`config.mk`:
```
export PLATFORM = sky130hd
export DESIGN_NAME = cntr_udmod_nb
export DESIGN_NICKNAME = d
export VERILOG_FILES = /design/src/rtl/cntr_udmod_nb.sv
export SDC_FILE = /design/constraint.sdc
export NUM_CORES = 1
export LEC_CHECK = 0
export BUFFER_PORTS_ARGS = -buffer_cell sky130_fd_sc_hd__buf_2
export CORE_ASPECT_RATIO = 1.25
export CORE_MARGIN = 3
export CORE_UTILIZATION = 55
export CTS_CLUSTER_DIAMETER = 40
export DETAILED_ROUTE_END_ITERATION = 16
export HOLD_SLACK_MARGIN = 0.05
export PLACE_DENSITY = 0.81
export SLEW_MARGIN = 10
export SYNTH_ARGS = -nofsm -noshare
export SYNTH_HDL_FRONTEND = slang
export SYNTH_SLANG_ARGS = --single-unit
export TNS_END_PERCENT = 30
```
`constraint.sdc`:
```
create_clock -name clk -period 7.5 [get_ports clk]
set_input_delay 0.375 -clock clk [delete_from_list [all_inputs] [get_ports clk]]
set_output_delay 0.375 -clock clk [all_outputs]
set_load 0.05 [all_outputs]
```
`src/rtl/cntr_udmod_nb.sv`:
```
// Up/down modulo counter with WRAP, SAT and ONESHOT modes, clamped load, a combinational
// ripple carry and a registered terminal-count pulse.
module cntr_udmod_nb #(
  parameter int unsigned n = 8
) (
  input  logic         clk,
  input  logic         clr,
  input  logic         en,
  input  logic         up,
  input  logic         ld,
  input  logic [n-1:0] D,
  input  logic [n-1:0] max,
  input  logic [1:0]   mode,
  input  logic         start,
  output logic [n-1:0] count,
  output logic         rco,
  output logic         tc,
  output logic         busy
);

  typedef enum logic [1:0] {
    StIdle,
    StRun,
    StDone
  } state_e;

  localparam logic [1:0] ModeSat     = 2'b01;
  localparam logic [1:0] ModeOneshot = 2'b10;

  state_e       state_q, state_d;
  logic [n-1:0] count_q, count_d;
  logic         tc_q, tc_d;
  logic         terminal;
  logic         sat;
  logic [n-1:0] step_val;

  always_comb begin
    terminal = up ? (count_q >= max) : (count_q == '0);
    sat      = (mode == ModeSat);
    step_val = count_q;
    if (up) begin
      if (terminal) step_val = sat ? max : '0;
      else          step_val = count_q + n'(1);
    end else begin
      // A count left above a lowered max re-enters the legal range at max.
      if (count_q == '0)     step_val = sat ? '0 : max;
      else if (count_q > max) step_val = max;
      else                    step_val = count_q - n'(1);
    end
  end

  always_comb begin
    count_d = count_q;
    state_d = state_q;
    tc_d    = 1'b0;
    if (ld) begin
      count_d = (D > max) ? max : D;
      state_d = StIdle;
    end else if (mode == ModeOneshot) begin
      case (state_q)
        StIdle: begin
          if (start) state_d = StRun;
        end
        StRun: begin
          if (en) begin
            if (terminal) begin
              state_d = StDone;
              tc_d    = 1'b1;
            end else begin
              count_d = step_val;
            end
          end
        end
        StDone: begin
          if (start) begin
            state_d = StRun;
            count_d = up ? '0 : max;
          end
        end
        default: state_d = StIdle;
      endcase
    end else begin
      state_d = StIdle;
      if (en) begin
        count_d = step_val;
        tc_d    = terminal;
      end
    end
  end

  always_ff @(posedge clk or posedge clr) begin
    if (clr) begin
      count_q <= '0;
      tc_q    <= 1'b0;
      state_q <= StIdle;
    end else begin
      count_q <= count_d;
      tc_q    <= tc_d;
      state_q <= state_d;
    end
  end

  assign count = count_q;
  assign tc    = tc_q;
  assign busy  = (state_q == StRun);
  assign rco   = en & terminal;

endmodule

```
==> reports/results.tsv, run 1 <==
metric	value	unit
run status	finished, final reports clean	
Avg Cell Area, Syn	8.03	µm²
most used flip-flop cell after synthesis	sky130_fd_sc_hd__dfrtp_1	
count of port buffers added during placement	34	
nets@finish	274	
proportion of synthesized chip area in sequential cells	17.4	%
Crit path largest cell delay	0.61	ns
transition time at the pin with the least slew margin	0.783	ns
vias in the first global route	1578	
share of total power in combinational logic	60.2	%
Worst-Skew Late Latency	0.28	ns
Crit-path slowest cell	sky130_fd_sc_hd__or4_4	
internal cell power	170	µW
post-cts sizing count	0	
area occupied by multi-input gates	0.00120	mm²
clock power share	11.8	%
final core utilization	66.1	%
headroom to the max-slew limit	47.7	%
starting DRC count in detailed routing	50	
routed length per placed instance	16.5	µm
Pwr per Cell Area	201	mW/mm²
switching share of power	52.7	%
Worst Setup Path Type	reg2out	
remaining routing DRC violations	0	
number of enable flip-flop cells after synthesis	0	
initial cell density of the core	58.4	%
leading cell types by count after synthesis	sky130_fd_sc_hd__ha_1 (19), sky130_fd_sc_hd__inv_1 (19)	
cell count after synthesis	197	
max cap viols	0	
CTS H-tree depth	1	
Critical Path RT	7.12	ns
Overall Global Routing Usage	26.5	%
HP Class	in2async	
flops & latches, synth	11	
DRT antenna net count	0	
Design Area, Final	0.00179	mm²
net count of the mapped netlist	240	
Diodes inserted	0	
Power Total	359	µW
biggest area contributors in the synthesized netlist	sky130_fd_sc_hd__dfrtp_1 (17%), sky130_fd_sc_hd__ha_1 (15%), sky130_fd_sc_hd__xnor2_1 (5.5%), sky130_fd_sc_hd__inv_1 (4.5%), sky130_fd_sc_hd__a21oi_1 (3.8%)	
global route total overflow	0	
CTS Buf Count	3	
clock root buffer	sky130_fd_sc_hd__clkbuf_4	
drt pass-1 iters	5	
largest voltage drop on the vdd net	0.000114	V
cell area after placement	0.00176	mm²
via count	1672	
cell area after technology mapping	0.00158	mm²
power share of the sequential group	28.0	%
number of synthesis warnings	0	
switching power	189	µW
cell type contributing the most total cell area after synthesis	sky130_fd_sc_hd__dfrtp_1	
worst-path maximum fanout	11	
io pins	35	
overall die area	0.00356	mm²
Final min period	2.85	ns
fraction of synthesized cell area taken by the top area cell type	17.4	%
share of post-route cells with drive strength above 1	22.6	%
fmax	0.351	GHz
worst endpoint data arrival time	2.47	ns
cells traversed along the worst timing path	or4_4 > nor4b_4 > o22ai_2 > nor2_1 > buf_2	
kind of start point of the critical path	flop	
total half-perimeter wirelength after legalization and detailed placement	3510	µm
Leak Pwr	0.828	nW
vias per inst	6.33	
final number of setup-violating endpoints	0	
clock tree from TritonCTS	yes	
final worst clock skew	0.00810	ns
RSZ-0062 raised after global routing	false	
filler cell count in the final layout	261	
initial antenna violation count	0	
drt total wl	4360	µm
clk slew on worst S/H paths	0.08	ns
Slew Viols, Final	0	
Die H	66.0	µm
largest net degree at the start of global routing	14	
Final TNS setup	0	ns
number of buffers added to fix hold violations after cts	0	
number of sinks handled by clock tree synthesis	11	
die width	54.0	µm
Final Cycle Share	38.0	%
deepest clock path buffer count	2	
footprint of the flip-flops and latches	275	µm²
final RePlAce weighted congestion	0.889	
core area	0.00271	mm²
relative area change from synthesis to final layout	13.1	%
count of buffers added by post-CTS timing repair for setup	0	
distinct cell type count of the synthesized netlist	48	
nature of the critical path endpoint	primary output	
row cnt	21	
Hold Vio Cnt, Final	0	
proportion of register bits with asynchronous set or reset after synthesis	100	%
first-pass GRT wire length	7100	µm
-- metal layers --
| layer | global-route usage [%] | up-vias | wire, µm |
|---|---|---|---|
| met5 | 0 | - | 0 |
| met3 | 5.19 | 14 | 322 |
| met1 | 34.0 | 777 | 1800 |
| met4 | 12.5 | 0 | 164 |
| li1 | - | 806 | - |
| met2 | 41.2 | 75 | 2070 |
-- cell type report --
type | count | area share, %
Timing Repair Buffer | 34 | 9.52
Inverter | 19 | 3.99
Sequential cell | 11 | 15.4
Tap cell | 34 | 2.38
Clock inverter | 1 | 0.280
Multi-Input combinational cell | 162 | 67.2
Clock buffer | 3 | 1.26
-- through the flow --
step / hold slack (ns) / worst slack (ns) / instances
CTS: 0.100 / 4.66 / 264
detailed placement: 0.402 / 4.75 / 260
global placement: 0.395 / 4.79 / 260
global route: 0.109 / 4.49 / 264
finish: 0.0853 / 4.65 / 264
floorplan: 0.227 / 4.51 / 197
-- sequential cells by signal, indices dropped and copies added, names as in the netlist --
| name | cells |
|---|---|
| tc | 1 |
| state_q | 2 |
| count | 8 |
-- path summary, 6_finish.rpt --
path	from	to	slack, ns	cells after the start
setup reg to reg	count[1]$_DFFE_PP0P_	count[3]$_DFFE_PP0P_	4.71	8
setup / recovery	count[2]$_DFFE_PP0P_	rco	4.65	5
hold / removal	clr	tc$_DFF_PP0_	0.09	2
min in group clk	max[6]	count[6]$_DFFE_PP0P_	0.38	3
max in group asynchronous	clr	count[5]$_DFFE_PP0P_	7.09	2
hold reg to reg	state_q[1]$_DFFE_PP0P_	state_q[1]$_DFFE_PP0P_	0.63	2
-- cells in the final DEF (no fill, tap or decap), types with 5 or more instances in the layout --
cell / Yosys / layout
sky130_fd_sc_hd__a21oi_1: 12 / 12
sky130_fd_sc_hd__buf_2: 0 / 34
sky130_fd_sc_hd__dfrtp_1: 11 / 11
sky130_fd_sc_hd__ha_1: 19 / 19
sky130_fd_sc_hd__inv_1: 19 / 19
sky130_fd_sc_hd__mux2_2: 5 / 5
sky130_fd_sc_hd__nand2_1: 12 / 12
sky130_fd_sc_hd__nand3_1: 8 / 8
sky130_fd_sc_hd__nand4_1: 6 / 6
sky130_fd_sc_hd__nor2_1: 12 / 12
sky130_fd_sc_hd__nor3_1: 12 / 12
sky130_fd_sc_hd__o21ai_0: 7 / 7
sky130_fd_sc_hd__xnor2_1: 10 / 10
-- worst max-delay path, delay by kind of cell (launching register included) --
kind	cells	cell delay, ns
AND/OR/NAND/NOR	3	1.19
flip-flops	1	0.52
buffers and inverters	1	0.30
AO/OA/AOI/OAI	1	0.19
-- power by group through the flow --
stage	combinational (mW)	sequential, mW	clock (mW)
after floorplan	0.137	0.125	0
after global placement	0.211	0.100	0
after detailed placement	0.213	0.101	0
after CTS	0.215	0.0999	0.0423
after global routing	0.238	0.103	0.0471
final	0.216	0.101	0.0423
-- kinds of logic after synthesis --
family,share of synthesized area [%]
fa+ha+maj,15.0
compound gates,24.2
simple gates,24.6
buf+inv,6.65
mux,5.46
xor+xnor,6.65
flops,17.4
(Power assumes the default switching activity.)
==> run 2, diff against run 1 <==
Clock period 7.5 ns to 2.7 ns, I/O delays scaled along.
==> run 2 against run 1 <==
Net effect: die area did not move; largest cell class unchanged; clock power rose to 3.0 times the previous value; sequential share of layout area decreased by 0.59 points; via count increased by 4.6%; combinational power rose to 3.2 times the previous value; final area increased by 4.5%; global-route usage rose by 1.9 points; sequential power increased by 130%; critical path type is now reg2reg.
==> reports/results.tsv, run 2 (synthesized netlist as in run 1, its figures left out) <==
metric	value	unit	change
die width	54.0	µm	unchanged
number of sinks handled by clock tree synthesis	11		unchanged
DRT antenna net count	0		unchanged
final RePlAce weighted congestion	0.934		+5.0%
via count	1749		+4.6%
first-pass GRT wire length	7420	µm	+4.5%
largest voltage drop on the vdd net	0.000293	V	+160%
RSZ-0062 raised after global routing	false		
most frequent standard cell in the layout excluding fill and tap cells	sky130_fd_sc_hd__buf_2		
clock root buffer	sky130_fd_sc_hd__clkbuf_4		
row cnt	21		unchanged
Slew Viols, Final	0		unchanged
Final min period	2.53	ns	
io pins	35		unchanged
setup slack on the worst flop-to-flop path	0.17	ns	-4.54 ns
Power Total	1.06	mW	+200%
worst hold path startpoint	max[6]		
final number of setup-violating endpoints	0		unchanged
headroom to the max-slew limit	59.0	%	+11 points
core area	0.00271	mm²	unchanged
CTS Buf Count	3		unchanged
initial cell density of the core	58.4	%	unchanged
final critical-path setup slack	0.169	ns	-4.48 ns
Diodes inserted	0		unchanged
routed length per placed instance	16.8	µm	+1.9%
total half-perimeter wirelength after legalization and detailed placement	3660	µm	+4.3%
drt pass-1 iters	4		-1
worst endpoint data arrival time	2.68	ns	+0.21 ns
global route total overflow	0		unchanged
count of buffers added by post-CTS timing repair for setup	0		unchanged
worst-path maximum fanout	10		-1
final hold slack	0.127	ns	+0.0419 ns
share of post-route cells with drive strength above 1	25.8	%	+3.2 points
initial antenna violation count	0		unchanged
vias in the first global route	1647		+4.4%
final worst clock skew	0.00133	ns	-0.00677 ns
Overall Global Routing Usage	28.4	%	+1.9 points
starting DRC count in detailed routing	121		+140%
worst setup timing slack at the placement stage	0.231	ns	-4.52 ns
Worst Setup Path Type	reg2reg		
fmax	0.395	GHz	
Critical Path RT	2.85	ns	-4.27 ns
CTS H-tree depth	1		unchanged
max cap viols	0		unchanged
nature of the critical path endpoint	flop		
deepest clock path buffer count	2		unchanged
kind of start point of the critical path	flop		
Pwr per Cell Area	568	mW/mm²	+180%
transition time at the pin with the least slew margin	0.613	ns	-0.170 ns
count of port buffers added during placement	34		unchanged
flip-flop count of the largest register, all copies and words added	8		unchanged
highest-count cells in the layout ignoring fill and taps	sky130_fd_sc_hd__buf_2 (34), sky130_fd_sc_hd__inv_1 (19), sky130_fd_sc_hd__ha_1 (19)		
Reg-to-Reg Start	count[1]$_DFFE_PP0P_		
vias per inst	6.38		+0.79%
Hold Vio Cnt, Final	0		unchanged
clock tree from TritonCTS	yes		
Worst-Skew Late Latency	0.28	ns	about the same
drt total wl	4610	µm	+5.7%
run status	finished, final reports clean		
Die H	66.0	µm	unchanged
worst setup path startpoint	count[1]$_DFFE_PP0P_		
HP Class	in2reg		
largest net degree at the start of global routing	14		unchanged
relative area change from synthesis to final layout	18.1	%	
Leak Pwr	0.873	nW	+5.4%
Final Cycle Share	93.7	%	
Final TNS setup	0	ns	unchanged
overall die area	0.00356	mm²	unchanged
nets@finish	284		+3.6%
remaining routing DRC violations	0		unchanged
clk slew on worst S/H paths	0.08	ns	about the same
run 2: changes by cell type in the layout (fill, tap and decap cells not counted):
cell                            before  now
sky130_fd_sc_hd__buf_4               0    9
sky130_fd_sc_hd__clkbuf_1            0    1
sky130_fd_sc_hd__clkinv_2            1    0
sky130_fd_sc_hd__dfrtp_1            11   10
sky130_fd_sc_hd__dfrtp_2             0    1
sky130_fd_sc_hd__dlygate4sd3_1       0    1
sky130_fd_sc_hd__nor2_1             12   11
sky130_fd_sc_hd__nor2_2              0    1
run 2: final timing paths:
kind / endpoint / cells after the start
max: count[3]$_DFFE_PP0P_ / 8
min: count[6]$_DFFE_PP0P_ / 3
max reg2reg: count[3]$_DFFE_PP0P_ / 8
min reg2reg: state_q[1]$_DFFE_PP0P_ / 2
max in group asynchronous: count[1]$_DFFE_PP0P_ / 3
min in group asynchronous: state_q[0]$_DFFE_PP0P_ / 3
run 2: through the flow:
step                area (µm²)  util (%)  instances
global route              1870      69.0        274
floorplan                 1590         -        197
detailed placement        1830      67.7        269
finish                    1870      69.0        274
CTS                       1870      69.0        274
global placement          1830      67.7        269
run 2: power breakdown:
part           total [mW]  leakage (nW)  internal, mW  switching (mW)
registers           0.235         0.135         0.194          0.0404
clock network       0.125        0.0150        0.0575          0.0670
logic               0.701         0.723         0.264           0.437
total                1.06         0.873         0.516           0.545
run 2: repair_timing:
| action | CTS | global route |
|---|---|---|
| resized for setup | 0 | 0 |
| endpoints found under the setup margin | 0 | 0 |
| endpoints found under the hold margin | 11 | 0 |
| hold buffers | 1 | 0 |
run 2: cell type report:
class	instances	area [µm²]
clock buffer	4	26.3
fill	268	838
inverter	19	71.3
multi-input combinational	162	1200
sequential	11	277
tap	34	42.5
timing repair buffer	44	248
run 2: worst max-delay path, cell delays in order, from the launching register on:
cell and delay [ns]:
sky130_fd_sc_hd__dfrtp_2 0.48, sky130_fd_sc_hd__ha_1 0.31, sky130_fd_sc_hd__nor2b_1 0.13, sky130_fd_sc_hd__o211ai_1 0.26
sky130_fd_sc_hd__a21o_1 0.16, sky130_fd_sc_hd__a21oi_1 0.08, sky130_fd_sc_hd__o31a_2 0.44, sky130_fd_sc_hd__a2111oi_1 0.43
sky130_fd_sc_hd__a211oi_1 0.10
run 2: routing by layer:
metal  up-vias  part of all wire [%]  track usage (%)
met1       800                    38             35.0
li1        826                     -                -
met2       102                    49             46.5
met3        21                   8.9             2.93
met4         0                   3.9             16.0
met5         -                     0                0
==> run 3, diff against run 2 <==
Settings changed: CELL_PAD_IN_SITES_DETAIL_PLACEMENT set to 2, CELL_PAD_IN_SITES_GLOBAL_PLACEMENT set to 2, CORE_UTILIZATION 55 to 31, PLACE_DENSITY 0.81 to not set, PLACE_DENSITY_LB_ADDON set to 0.1.
==> run 3 against run 2 <==
Net effect: clock-buffer cell count did not move; sequential share of layout area decreased by 0.45 points; clock skew up 0.0068 ns; sequential cell count stayed put; non-clock buffer count grew 1; critical path depth is the same; cell count grew 9.9%; worst hold slack better by 0.028 ns; clock power increased by 46%; combinational power rose by 7.1%; global-route usage is 6.5 points lower; setup slack got worse by 0.017 ns; critical endpoint is now count[1]$_DFFE_PP0P_; largest cell class unchanged; highest routed layer unchanged.
==> reports/results.tsv, run 3 (synthesized netlist as in run 1, its figures left out) <==
metric	value	unit	change
run status	finished, final reports clean		
starting DRC count in detailed routing	79		-35%
kind of start point of the critical path	flop		
non-filler instance count after layout	301		+9.9%
worst setup timing slack at the placement stage	0.242	ns	+0.0110 ns
Hold Vio Cnt, Final	0		unchanged
final core utilization	39.9	%	-29 points
Pwr per Cell Area	602	mW/mm²	+6.1%
drt total wl	6340	µm	+38%
relative area change from synthesis to final layout	21.8	%	
highest-count cells in the layout ignoring fill and taps	sky130_fd_sc_hd__buf_2 (34), sky130_fd_sc_hd__inv_1 (19), sky130_fd_sc_hd__ha_1 (19)		
Slew Viols, Final	0		unchanged
routed length per placed instance	21.1	µm	+25%
worst-path maximum fanout	8		-2
core area	0.00483	mm²	+79%
Worst Setup Path Type	reg2reg		
flip-flop count of the largest register, all copies and words added	8		unchanged
io pins	35		unchanged
clock tree from TritonCTS	yes		
remaining routing DRC violations	0		unchanged
share of post-route cells with drive strength above 1	26.1	%	+0.31 points
post-cts sizing count	0		unchanged
number of cells after detailed placement	296		+10%
Die H	85.9	µm	+30%
via count	1737		-0.69%
transition time at the pin with the least slew margin	0.722	ns	+0.109 ns
most frequent standard cell in the layout excluding fill and tap cells	sky130_fd_sc_hd__buf_2		
number of sinks handled by clock tree synthesis	11		unchanged
nets@finish	285		+0.35%
Leak Pwr	0.885	nW	+1.4%
final RePlAce weighted congestion	0.834		-11%
max cap viols	0		unchanged
largest net degree at the start of global routing	14		unchanged
final worst clock skew	0.00817	ns	+0.00684 ns
initial cell density of the core	32.7	%	-26 points
final critical-path setup slack	0.152	ns	-0.0172 ns
Final Cycle Share	94.4	%	+0.64 points
die width	69.9	µm	+30%
vias per inst	5.77		-9.6%
initial antenna violation count	0		unchanged
row cnt	28		+33%
Worst-Skew Late Latency	0.25	ns	-0.03 ns
global route total overflow	0		unchanged
final hold slack	0.155	ns	+0.0280 ns
drt pass-1 iters	4		unchanged
headroom to the max-slew limit	51.8	%	-7.3 points
deepest clock path buffer count	2		unchanged
final number of setup-violating endpoints	0		unchanged
RSZ-0062 raised after global routing	false		
number of buffers added to fix hold violations after cts	1		unchanged
fmax	0.392	GHz	-0.67%
Overall Global Routing Usage	21.9	%	-6.5 points
first-pass GRT wire length	10500	µm	+42%
total half-perimeter wirelength after legalization and detailed placement	5250	µm	+44%
worst endpoint data arrival time	2.71	ns	+0.03 ns
CTS H-tree depth	1		unchanged
count of buffers added by post-CTS timing repair for setup	0		unchanged
CTS Buf Count	3		unchanged
HP Class	in2reg		
vias in the first global route	1961		+19%
clk slew on worst S/H paths	0.06	ns	-0.02 ns
overall die area	0.00600	mm²	+69%
DRT antenna net count	0		unchanged
nature of the critical path endpoint	flop		
clock root buffer	sky130_fd_sc_hd__clkbuf_8		
count of port buffers added during placement	34		unchanged
Final min period	2.55	ns	+0.0172 ns
Critical Path RT	2.86	ns	about the same
largest voltage drop on the vdd net	0.000155	V	-47%
Diodes inserted	0		unchanged
## run 3: cell count changes in the layout (fill, tap and decap cells not counted)
cell / change
sky130_fd_sc_hd__clkbuf_4: -3
sky130_fd_sc_hd__buf_4: +1
sky130_fd_sc_hd__clkbuf_8: +3
## run 3: cell type report
cell class                      count  area (µm²)
Clock buffer                        4        45.0
Fill cell                         597        2910
Inverter                           19        71.3
Multi-Input combinational cell    162        1200
Sequential cell                    11         277
Tap cell                           60        75.1
Timing Repair Buffer               45         255
## run 3: worst max-delay path, stage by stage (launching register included)
cell,delay [ns]
sky130_fd_sc_hd__dfrtp_2,0.41
sky130_fd_sc_hd__ha_1,0.30
sky130_fd_sc_hd__nor2b_1,0.14
sky130_fd_sc_hd__o211ai_1,0.29
sky130_fd_sc_hd__a31oi_1,0.20
sky130_fd_sc_hd__o22ai_2,0.33
sky130_fd_sc_hd__o21a_1,0.40
sky130_fd_sc_hd__o21ai_0,0.18
sky130_fd_sc_hd__o211ai_1,0.19
## run 3: path summary, 6_finish.rpt
path,startpoint,end,slack (ns),cells past startpoint
worst max register to register,count[1]$_DFFE_PP0P_,count[1]$_DFFE_PP0P_,0.15,8
min in group asynchronous,clr,count[0]$_DFFE_PP0P_,0.49,3
worst min register to register,state_q[1]$_DFFE_PP0P_,state_q[1]$_DFFE_PP0P_,0.65,2
worst max-delay path,count[1]$_DFFE_PP0P_,count[1]$_DFFE_PP0P_,0.15,8
max in group asynchronous,clr,count[1]$_DFFE_PP0P_,1.81,3
worst min-delay path,max[7],count[7]$_DFFE_PP0P_,0.16,3
## run 3: power by group
group,total [mW],internal (mW),switching [mW]
clock network,0.182,0.105,0.0778
registers,0.227,0.195,0.0323
logic,0.751,0.272,0.479
## run 3: routing by layer
layer / routed length [µm] / GRT usage (%) / part of all wire, % / up-vias
li1: - / - / - / 825
met1: 2850 / 27.5 / 45 / 871
met2: 3270 / 40.2 / 51 / 32
met3: 131 / 1.88 / 2.1 / 9
met4: 92 / 5.57 / 1.5 / 0
met5: 0 / 0 / 0 / -
## run 3: through the flow
step / setup TNS (ns) / cell area [µm²] / total power, mW
after floorplan: -0.0111 / 1590 / 0.730
after global placement: 0 / 1870 / 0.946
after detailed placement: 0 / 1870 / 0.977
after CTS: 0 / 1930 / 1.17
after global routing: 0 / 1930 / 1.25
final: 0 / 1930 / 1.16
